--- src/rtl/sync_fifo_wm.sv ---
// sync_fifo_wm: synchronous FIFO of arbitrary depth with show-ahead read data.
// It also provides programmable almost-full/almost-empty watermarks, sticky
// overflow/underflow flags and a high-water-mark register.
// rst_n is an asynchronous, active-HIGH reset. The name is inherited from the
// existing codebase.
module sync_fifo_wm #(
  parameter int WIDTH   = 32,
  parameter int DEPTH   = 4,
  parameter int W_LEVEL = $clog2(DEPTH + 1)
) (
  input  logic               clk,
  input  logic               rst_n,
  input  logic [WIDTH-1:0]   wdata,
  input  logic               wen,
  output logic [WIDTH-1:0]   rdata,
  input  logic               ren,
  input  logic               flush,
  input  logic [W_LEVEL-1:0] af_thresh,
  input  logic [W_LEVEL-1:0] ae_thresh,
  output logic               full,
  output logic               empty,
  output logic [W_LEVEL-1:0] level,
  output logic               almost_full,
  output logic               almost_empty,
  output logic               overflow,
  output logic               underflow,
  output logic [W_LEVEL-1:0] hwm
);

  localparam int PW = (DEPTH > 1) ? $clog2(DEPTH) : 1;
  localparam logic [W_LEVEL-1:0] LVL_MAX  = W_LEVEL'(DEPTH);
  localparam logic [PW-1:0]      PTR_LAST = PW'(DEPTH - 1);

  // Storage is deliberately left without a reset so that it maps onto RAM.
  logic [WIDTH-1:0] mem [DEPTH];

  logic [PW-1:0]      rd_ptr_q, rd_ptr_d;
  logic [PW-1:0]      wr_ptr_q, wr_ptr_d;
  logic [W_LEVEL-1:0] level_q, level_d;
  logic [W_LEVEL-1:0] hwm_q, hwm_d;
  logic               overflow_q, overflow_d;
  logic               underflow_q, underflow_d;
  logic               push_ok, pop_ok;

  // The depth need not be a power of two, so the pointer wraps explicitly.
  function automatic logic [PW-1:0] ptr_inc(input logic [PW-1:0] p);
    return (p == PTR_LAST) ? '0 : p + 1'b1;
  endfunction

  // Status flags are decoded from the level register. Threshold changes
  // therefore take effect in the same cycle.
  always_comb begin
    full         = (level_q == LVL_MAX);
    empty        = (level_q == '0);
    almost_full  = (level_q >= af_thresh);
    almost_empty = (level_q <= ae_thresh);
    level        = level_q;
    hwm          = hwm_q;
    overflow     = overflow_q;
    underflow    = underflow_q;
    rdata        = mem[rd_ptr_q];
  end

  // Accept decisions and next-state computation. Flush overrides everything.
  always_comb begin
    pop_ok      = 1'b0;
    push_ok     = 1'b0;
    rd_ptr_d    = rd_ptr_q;
    wr_ptr_d    = wr_ptr_q;
    level_d     = level_q;
    overflow_d  = overflow_q;
    underflow_d = underflow_q;
    hwm_d       = hwm_q;
    if (flush) begin
      rd_ptr_d    = '0;
      wr_ptr_d    = '0;
      level_d     = '0;
      overflow_d  = 1'b0;
      underflow_d = 1'b0;
      hwm_d       = '0;
    end else begin
      pop_ok  = ren && !empty;
      // A pop in the same cycle frees a slot, so a write to a full FIFO is legal.
      push_ok = wen && (!full || ren);
      if (pop_ok)  rd_ptr_d = ptr_inc(rd_ptr_q);
      if (push_ok) wr_ptr_d = ptr_inc(wr_ptr_q);
      case ({push_ok, pop_ok})
        2'b10:   level_d = level_q + 1'b1;
        2'b01:   level_d = level_q - 1'b1;
        default: level_d = level_q;
      endcase
      if (wen && full && !ren) overflow_d  = 1'b1;
      if (ren && empty)        underflow_d = 1'b1;
      if (level_d > hwm_q)     hwm_d       = level_d;
    end
  end

  // Control state registers, asynchronously cleared.
  always_ff @(posedge clk or posedge rst_n) begin
    if (rst_n) begin
      rd_ptr_q    <= '0;
      wr_ptr_q    <= '0;
      level_q     <= '0;
      overflow_q  <= 1'b0;
      underflow_q <= 1'b0;
      hwm_q       <= '0;
    end else begin
      rd_ptr_q    <= rd_ptr_d;
      wr_ptr_q    <= wr_ptr_d;
      level_q     <= level_d;
      overflow_q  <= overflow_d;
      underflow_q <= underflow_d;
      hwm_q       <= hwm_d;
    end
  end

  // Storage write port. Only accepted writes reach the array.
  always_ff @(posedge clk) begin
    if (push_ok) mem[wr_ptr_q] <= wdata;
  end

`ifndef SYNTHESIS
  // Sanity checks on the occupancy counter while out of reset.
  always_ff @(posedge clk) begin
    if (!rst_n) begin
      assert (level_q <= LVL_MAX) else $error("level exceeds DEPTH");
      assert (!(full && empty)) else $error("full and empty both set");
    end
  end
`endif

endmodule

--- config.mk ---
export PLATFORM = sky130hd
export DESIGN_NAME = sync_fifo_wm
export DESIGN_NICKNAME = d
export VERILOG_FILES = /design/src/rtl/sync_fifo_wm.sv
export SDC_FILE = /design/constraint.sdc
export NUM_CORES = 1
export LEC_CHECK = 0
export BUFFER_PORTS_ARGS = -buffer_cell sky130_fd_sc_hd__clkbuf_2
export CAP_MARGIN = 0
export CORE_AREA = 5 5 132 96
export CTS_CLUSTER_SIZE = 8
export DETAILED_ROUTE_END_ITERATION = 10
export DIE_AREA = 0 0 137 101
export GPL_TIMING_DRIVEN = 0
export PLACE_DENSITY_LB_ADDON = 0.15
export RECOVER_POWER = 100
export SLEW_MARGIN = 5
export SYNTH_ARGS = -nofsm -noshare
export SYNTH_HDL_FRONTEND = slang
export SYNTH_SLANG_ARGS = --single-unit
--- constraint.sdc ---
create_clock -name clk -period 3 [get_ports clk]
set_input_delay 0.3 -clock clk [delete_from_list [all_inputs] [get_ports clk]]
set_output_delay 0.3 -clock clk [all_outputs]
set_load 0.02 [all_outputs]
Yosys cells after proc, flatten, opt, wreduce, memory -nomap -nowiden. Memories as Yosys holds them, arrays and structs flattened. Cells that the tools add are included.

Register bits after elaboration: 12. RAM bits: 128. Input bits: 43. Output and inout bits: 44. Word-level logic and storage cells: 52. Memories kept: 1.

Add/sub/neg operators: 4. $lt $le $gt $ge: 3. Eq/ne operators: 5. Mux-type cells: 18. Reduce and logical (&&, ||, !) cells: 15.

Memories: mem (words 4, bits a word 32, read ports 1, clocked after memory_dff 0, wr ports 1, line 35) `logic [WIDTH-1:0] mem [DEPTH];`.

Operator list (count): $mux 2 (6); $mux 3 (4); $reduce_bool 2->1 (5); $mux 1 (7); $eq 2x2->1 const B (3); $pmux 3 s2 (1); $logic_and 1x1->1 (5); $add 2x1->2 const B (2); $add 3x1->3 const B (1); $eq 3x3->1 const B (1); $ge 3x3->1 (1); $gt 3x3->1 (1); $le 3x3->1 (1); $logic_not 1->1 (3); $logic_not 3->1 (1); $sub 3x1->3 const B (1); $eq 2x1->1 const B (1); $logic_or 1x1->1 (1).

Longest topological paths before layout.
Depth after elaboration: 10. Mapped depth: 13. Depth with buffers taken out: 13.

Worst setup path after synthesis. OpenSTA, ideal clock, no wires.

Kind: register -> register. Start: reg level_q[1] (netlist: level[1]). End: reg hwm_q[2] (netlist: hwm[2]). Library setup time: 0.094 ns. Data arrival time: 3.014 ns. Required time: 2.906 ns. Path slack: -0.108 ns. Stages on the path, launching flop included: 13. Buffers on the path: 0. Period minus slack after synthesis: 3.108 ns. Path through: dfrtp_1 > o31a_2 > ha_1 > fa_1 > xnor2_1 > nor2_1 > xnor2_1 > inv_1 > ha_1 > and3_1 > a21oi_1 > nor2_1 > a211oi_1.

Cells in the longest elaborated chain, start to end: 9. Elaborated cells on any way between the ends: 17. Those cells by class: add/sub (2); order compare (1); eq/ne (3); mux (4); reduce/logical (7).

Ends and longest elaborated chain: from (decl) (line 39) `logic [W_LEVEL-1:0] level_q, level_d;`; from (signal assigned) (line 110) `level_q <= level_d;`; $eq 3x3->1 (line 53) `full = (level_q == LVL_MAX);`; $logic_not 1->1 (line 84) `push_ok = wen && (!full || ren);`; $logic_or 1x1->1 (line 84); $logic_and 1x1->1 (line 84); $eq 2x1->1 or $eq 2x2->1 (tied branches) (line 87) `case ({push_ok, pop_ok})`; $pmux 3 s2 (*) (line 87); $mux 3 (*) (line 74) `if (flush) begin`; $gt 3x3->1 or $mux 3 (tied branches) (line 94) `if (level_d > hwm_q) hwm_d = level_d;`; $reduce_bool 2->1 (no source line) or $mux 3 (tied branches); to (signal assigned) (line 113) `hwm_q <= hwm_d;`; to (decl) (line 40) `logic [W_LEVEL-1:0] hwm_q, hwm_d;`.

Mark *: on every way between the ends. The rest lies on a longest branch, timed or not. The select of a mux whose other input is x is not followed. A chain may end at the register's enable or synchronous reset.

Worst setup path in the final report.
Start: reg level_q[0] (netlist: level[0]). End: reg hwm_q[2] (netlist: hwm[2]).

Same word-level chain as after synthesis.

==> impl_metrics.prom <==
# TYPE chip_impl_metric gauge
chip_impl_info{name="status",value="complete, no violations"} 1
chip_impl_metric{name="synthAdderAreaFrac",unit=""} 0.0356
chip_impl_metric{name="dpl.cell_count",unit=""} 503
chip_impl_metric{name="fin_cells",unit=""} 542
chip_impl_metric{name="slew_headroom",unit=""} 0.347
chip_impl_metric{name="synth.mux.area_fraction",unit=""} 0.135
chip_impl_metric{name="track_usage",unit=""} 0.155
chip_impl_metric{name="ff2ff_setup_slack",unit="ns"} 0.09
chip_impl_metric{name="r2r.worst_path.cells",unit=""} 11
chip_impl_metric{name="synthesis.area_per_instance",unit="um^2"} 21.3
chip_impl_metric{name="clock_path_buffers",unit=""} 2
chip_impl_info{name="synth_top_family_by_area",value="multiplexers"} 1
chip_impl_metric{name="ir_worst_vdd",unit="mV"} 0.484
chip_impl_metric{name="max_slew.worst_pin.slew",unit="ns"} 0.979
chip_impl_metric{name="antenna_diode_count",unit=""} 0
chip_impl_metric{name="number_of_nets_with_antenna_violations_after_detailed_routing",unit=""} 0
chip_impl_info{name="worst_r2r_endpoint",value="hwm[2]"} 1
chip_impl_metric{name="holdPathStages",unit=""} 2
chip_impl_metric{name="skew_final",unit="ns"} 0.00638
chip_impl_metric{name="route.detailed.wl_per_inst",unit="um"} 18.6
chip_impl_info{name="synth_top_cells_by_count",value="128 x edfxtp_1, 32 x mux4_2, 14 x ha_1"} 1
chip_impl_metric{name="synth_warnings",unit=""} 0
chip_impl_metric{name="synth_compound_gate_area_share",unit=""} 0.0157
chip_impl_metric{name="synthToLayoutAreaGrowth",unit="%"} 23.7
chip_impl_metric{name="cts.htree.levels",unit=""} 4
chip_impl_metric{name="synthSimpleGateAreaFrac",unit=""} 0.0310
chip_impl_metric{name="routabilityCongestion",unit=""} 0.726
chip_impl_info{name="hold_path.class",value="in -> reg"} 1
chip_impl_metric{name="layout.nets",unit=""} 431
chip_impl_info{name="timing.critical_path.from_type",value="flop"} 1
chip_impl_metric{name="initial_utilization",unit=""} 0.483
chip_impl_metric{name="fmax",unit="MHz"} 344
chip_impl_metric{name="cts.reportedPaths.clkPinSlew",unit="ns"} 0.06
chip_impl_metric{name="worst_skew_pair.late_latency",unit="ns"} 0.41
chip_impl_metric{name="grt_antenna_before_repair",unit=""} 0
chip_impl_info{name="synth_most_common_cell",value="edfxtp_1"} 1
chip_impl_metric{name="detailedRoute.firstIterationViolations",unit=""} 189
chip_impl_metric{name="numCtsBuffers",unit=""} 17
chip_impl_info{name="worstSetupEndpointType",value="flop"} 1
chip_impl_metric{name="grt_max_degree",unit=""} 33
chip_impl_metric{name="crit_arrival",unit="ns"} 3.23
chip_impl_metric{name="wire_length_of_the_first_global_routing_pass",unit="um"} 15500
chip_impl_metric{name="grt_overflow_total",unit=""} 0
chip_impl_metric{name="hold_viol",unit=""} 0
chip_impl_metric{name="maxCapViolCount",unit=""} 0
chip_impl_info{name="worstHoldStart",value="flush"} 1
chip_impl_metric{name="synthesis.instances",unit=""} 258
chip_impl_metric{name="slew_violations",unit=""} 0
chip_impl_metric{name="setup-violations-final",unit=""} 0
chip_impl_info{name="rr_startpoint",value="level[0]"} 1
chip_impl_metric{name="synth_enable_flop_cells",unit=""} 128
chip_impl_metric{name="grt_pass1_vias",unit=""} 2791
chip_impl_info{name="worst_path_max_delay_cell",value="fa_2"} 1
chip_impl_metric{name="finalWirelength",unit="um"} 10100
chip_impl_metric{name="critPathRequiredTime",unit="ns"} 3.32
chip_impl_info{name="yosysTopAreaCell",value="edfxtp_1"} 1
chip_impl_metric{name="core",unit="um^2"} 11400
chip_impl_info{name="synth_top_cells_by_area",value="edfxtp_1 70%, mux4_2 13%, dfrtp_1 5.5%, ha_1 3.2%, inv_1 0.82%"} 1
chip_impl_info{name="path_cells",value="nor4b_4, nand2b_1, ha_2, fa_2, mux2i_4, inv_1, ha_1, and3_1, a21oi_4, nor2_1, a211oi_2"} 1
chip_impl_metric{name="place.detailed.hpwl",unit="um"} 6240
chip_impl_metric{name="tritoncts_num_sinks",unit=""} 140
chip_impl_metric{name="synth.net_count",unit=""} 316
chip_impl_metric{name="worst_path_largest_cell_delay",unit="ns"} 0.48
chip_impl_metric{name="timing.critical_path.fanout_max",unit=""} 6
chip_impl_metric{name="holdWs",unit="ns"} 0.130
chip_impl_metric{name="route.vias.total",unit=""} 2740
chip_impl_metric{name="dr.pass1.iters",unit=""} 4
chip_impl_metric{name="synthesis.area",unit="um^2"} 5490
chip_impl_metric{name="ioPinCount",unit=""} 87
chip_impl_metric{name="ys_types",unit=""} 34
chip_impl_info{name="worstSetupPathType",value="reg -> reg"} 1
chip_impl_metric{name="post_route_cells_drive_above_1_share",unit=""} 0.351
chip_impl_info{name="synth_ff_type",value="edfxtp_1"} 1
chip_impl_metric{name="seq_area_frac_synth",unit=""} 0.755
chip_impl_metric{name="power-per-cell-area",unit="nW/um^2"} 900
chip_impl_metric{name="cellLeakagePower",unit="nW"} 2.38
chip_impl_metric{name="synth-xor-area-share",unit=""} 0.00798
chip_impl_metric{name="place.port_buffers",unit=""} 86
chip_impl_metric{name="num_rows",unit=""} 33
chip_impl_metric{name="fp.dieArea",unit="um^2"} 13800
chip_impl_metric{name="die_height",unit="um"} 101
chip_impl_metric{name="drc_errors",unit=""} 0
chip_impl_info{name="holdPathEnd",value="level[0]"} 1
chip_impl_metric{name="via_per_inst",unit=""} 5.06
chip_impl_info{name="cts_root_buffer",value="clkbuf_16"} 1
chip_impl_metric{name="fin_crit",unit="ns"} 2.91
chip_impl_metric{name="synthesis_stage_register_bit_count",unit=""} 140
chip_impl_metric{name="min_period_over_period",unit=""} 0.970
chip_impl_metric{name="dieWidth",unit="um"} 137
chip_impl_metric{name="synth_largest_type_area_fraction",unit=""} 0.701
chip_impl_metric{name="synthArstFlopShare",unit=""} 0.0857
chip_impl_info{name="clock_tree_from_tritoncts",value="built"} 1
==> area by class of cell <==
type                    instances  area (um^2)
plain buffers                   9         60.1
clock buffers                  18          429
clock inverters                13          151
fillers                       868         4570
inverters                      12         45.0
multi-input cells              97         1320
flip-flops and latches        140         4150
well taps                     157          196
repair buffers                 96          444
==> worst max-delay path: cells and delay by family (launching register included) <==
family,cells,cell delay [ns]
buffers and inverters,1,0.07
multiplexers,1,0.19
AND/OR/NAND/NOR,4,0.77
flip-flops,1,0.44
AO/OA/AOI/OAI,2,0.34
adder cells (fa/ha/maj),3,1.01
==> worst max path at each step <==
| stage | slack [ns] | depth (start not counted) | startpoint | to |
|---|---|---|---|---|
| after CTS | 0.008 | 12 | level[1] | hwm[2] |
| after detailed placement | -0.23 | 12 | level[1] | hwm[2] |
| after floorplan | 0.04 | 12 | level[2] | hwm[2] |
| final | 0.09 | 11 | level[0] | hwm[2] |
| after global placement | -0.17 | 12 | level[1] | hwm[2] |
| after global routing | -0.05 | 12 | level[1] | hwm[2] |
==> sequential cells by signal (all words and copies together), names as in the netlist <==
signal and cells:
overflow 1, underflow 1, rd_ptr_q 2, mem 128, wr_ptr_q 2, hwm 3, level 3
==> metal layers <==
metal | wire, um | share of wire | vias to the layer above | track usage
li1 | - | - | 1266 | -
met1 | 4690 | 0.46 | 1396 | 0.215
met2 | 4760 | 0.47 | 67 | 0.231
met3 | 557 | 0.055 | 11 | 0.0559
met4 | 91 | 0.0090 | 0 | 0.0483
met5 | 0 | 0 | - | 0
==> through the flow <==
| step | instance area, um^2 | worst slack (ns) | utilization | total power [mW] | setup TNS [ns] |
|---|---|---|---|---|---|
| after floorplan | 5490 | 0.0379 | - | 3.47 | 0 |
| after global placement | 6120 | -0.175 | 0.539 | 3.89 | -0.292 |
| after detailed placement | 6160 | -0.229 | 0.543 | 3.93 | -0.429 |
| after CTS | 6830 | 0.00786 | 0.601 | 6.08 | 0 |
| after global routing | 6790 | -0.0455 | 0.598 | 6.41 | -0.0455 |
| final | 6790 | 0.0889 | 0.598 | 6.11 | 0 |
==> placed cells by master, fill, tap and decap left out, types with 3 or more instances in the layout <==
cell type  instances
and2_2             3
buf_2              3
buf_4              6
buf_6              3
bufinv_16          3
clkbuf_1          48
clkbuf_16         17
clkbuf_2          44
clkinv_2           5
dfrtp_1           10
edfxtp_1         128
ha_1              12
inv_1             12
mux4_2            32
nand2_1            4
nand2b_1           3
nor2_1             9
==> timing repair <==
item | 4_1_cts | 5_1_grt
setup endpoints to repair | 3 | 3
gates resized for setup | 6 | 9
setup buffers | 6 | 1
endpoints found under the hold margin | 12 | 0
pin swaps | 3 | 3
hold buffers | 1 | 0
==> cells by family (layout without fill, tap and decap cells) <==
family / Yosys count / after routing
AOI/OAI and AO/OA: 13 / 13
xor gates and xnor gates: 5 / 5
adders and majority gates: 15 / 15
buffers and inverters: 21 / 148
DFF: 140 / 140
muxes: 34 / 34
and+or+nand+nor: 30 / 30
==> power by group <==
| group | leakage (nW) | internal [mW] | switching (mW) |
|---|---|---|---|
| clock | 0.283 | 1.29 | 0.754 |
| sequential | 1.32 | 2.25 | 0.0543 |
| combinational | 0.780 | 0.763 | 0.998 |
(Power assumes the default switching activity.)
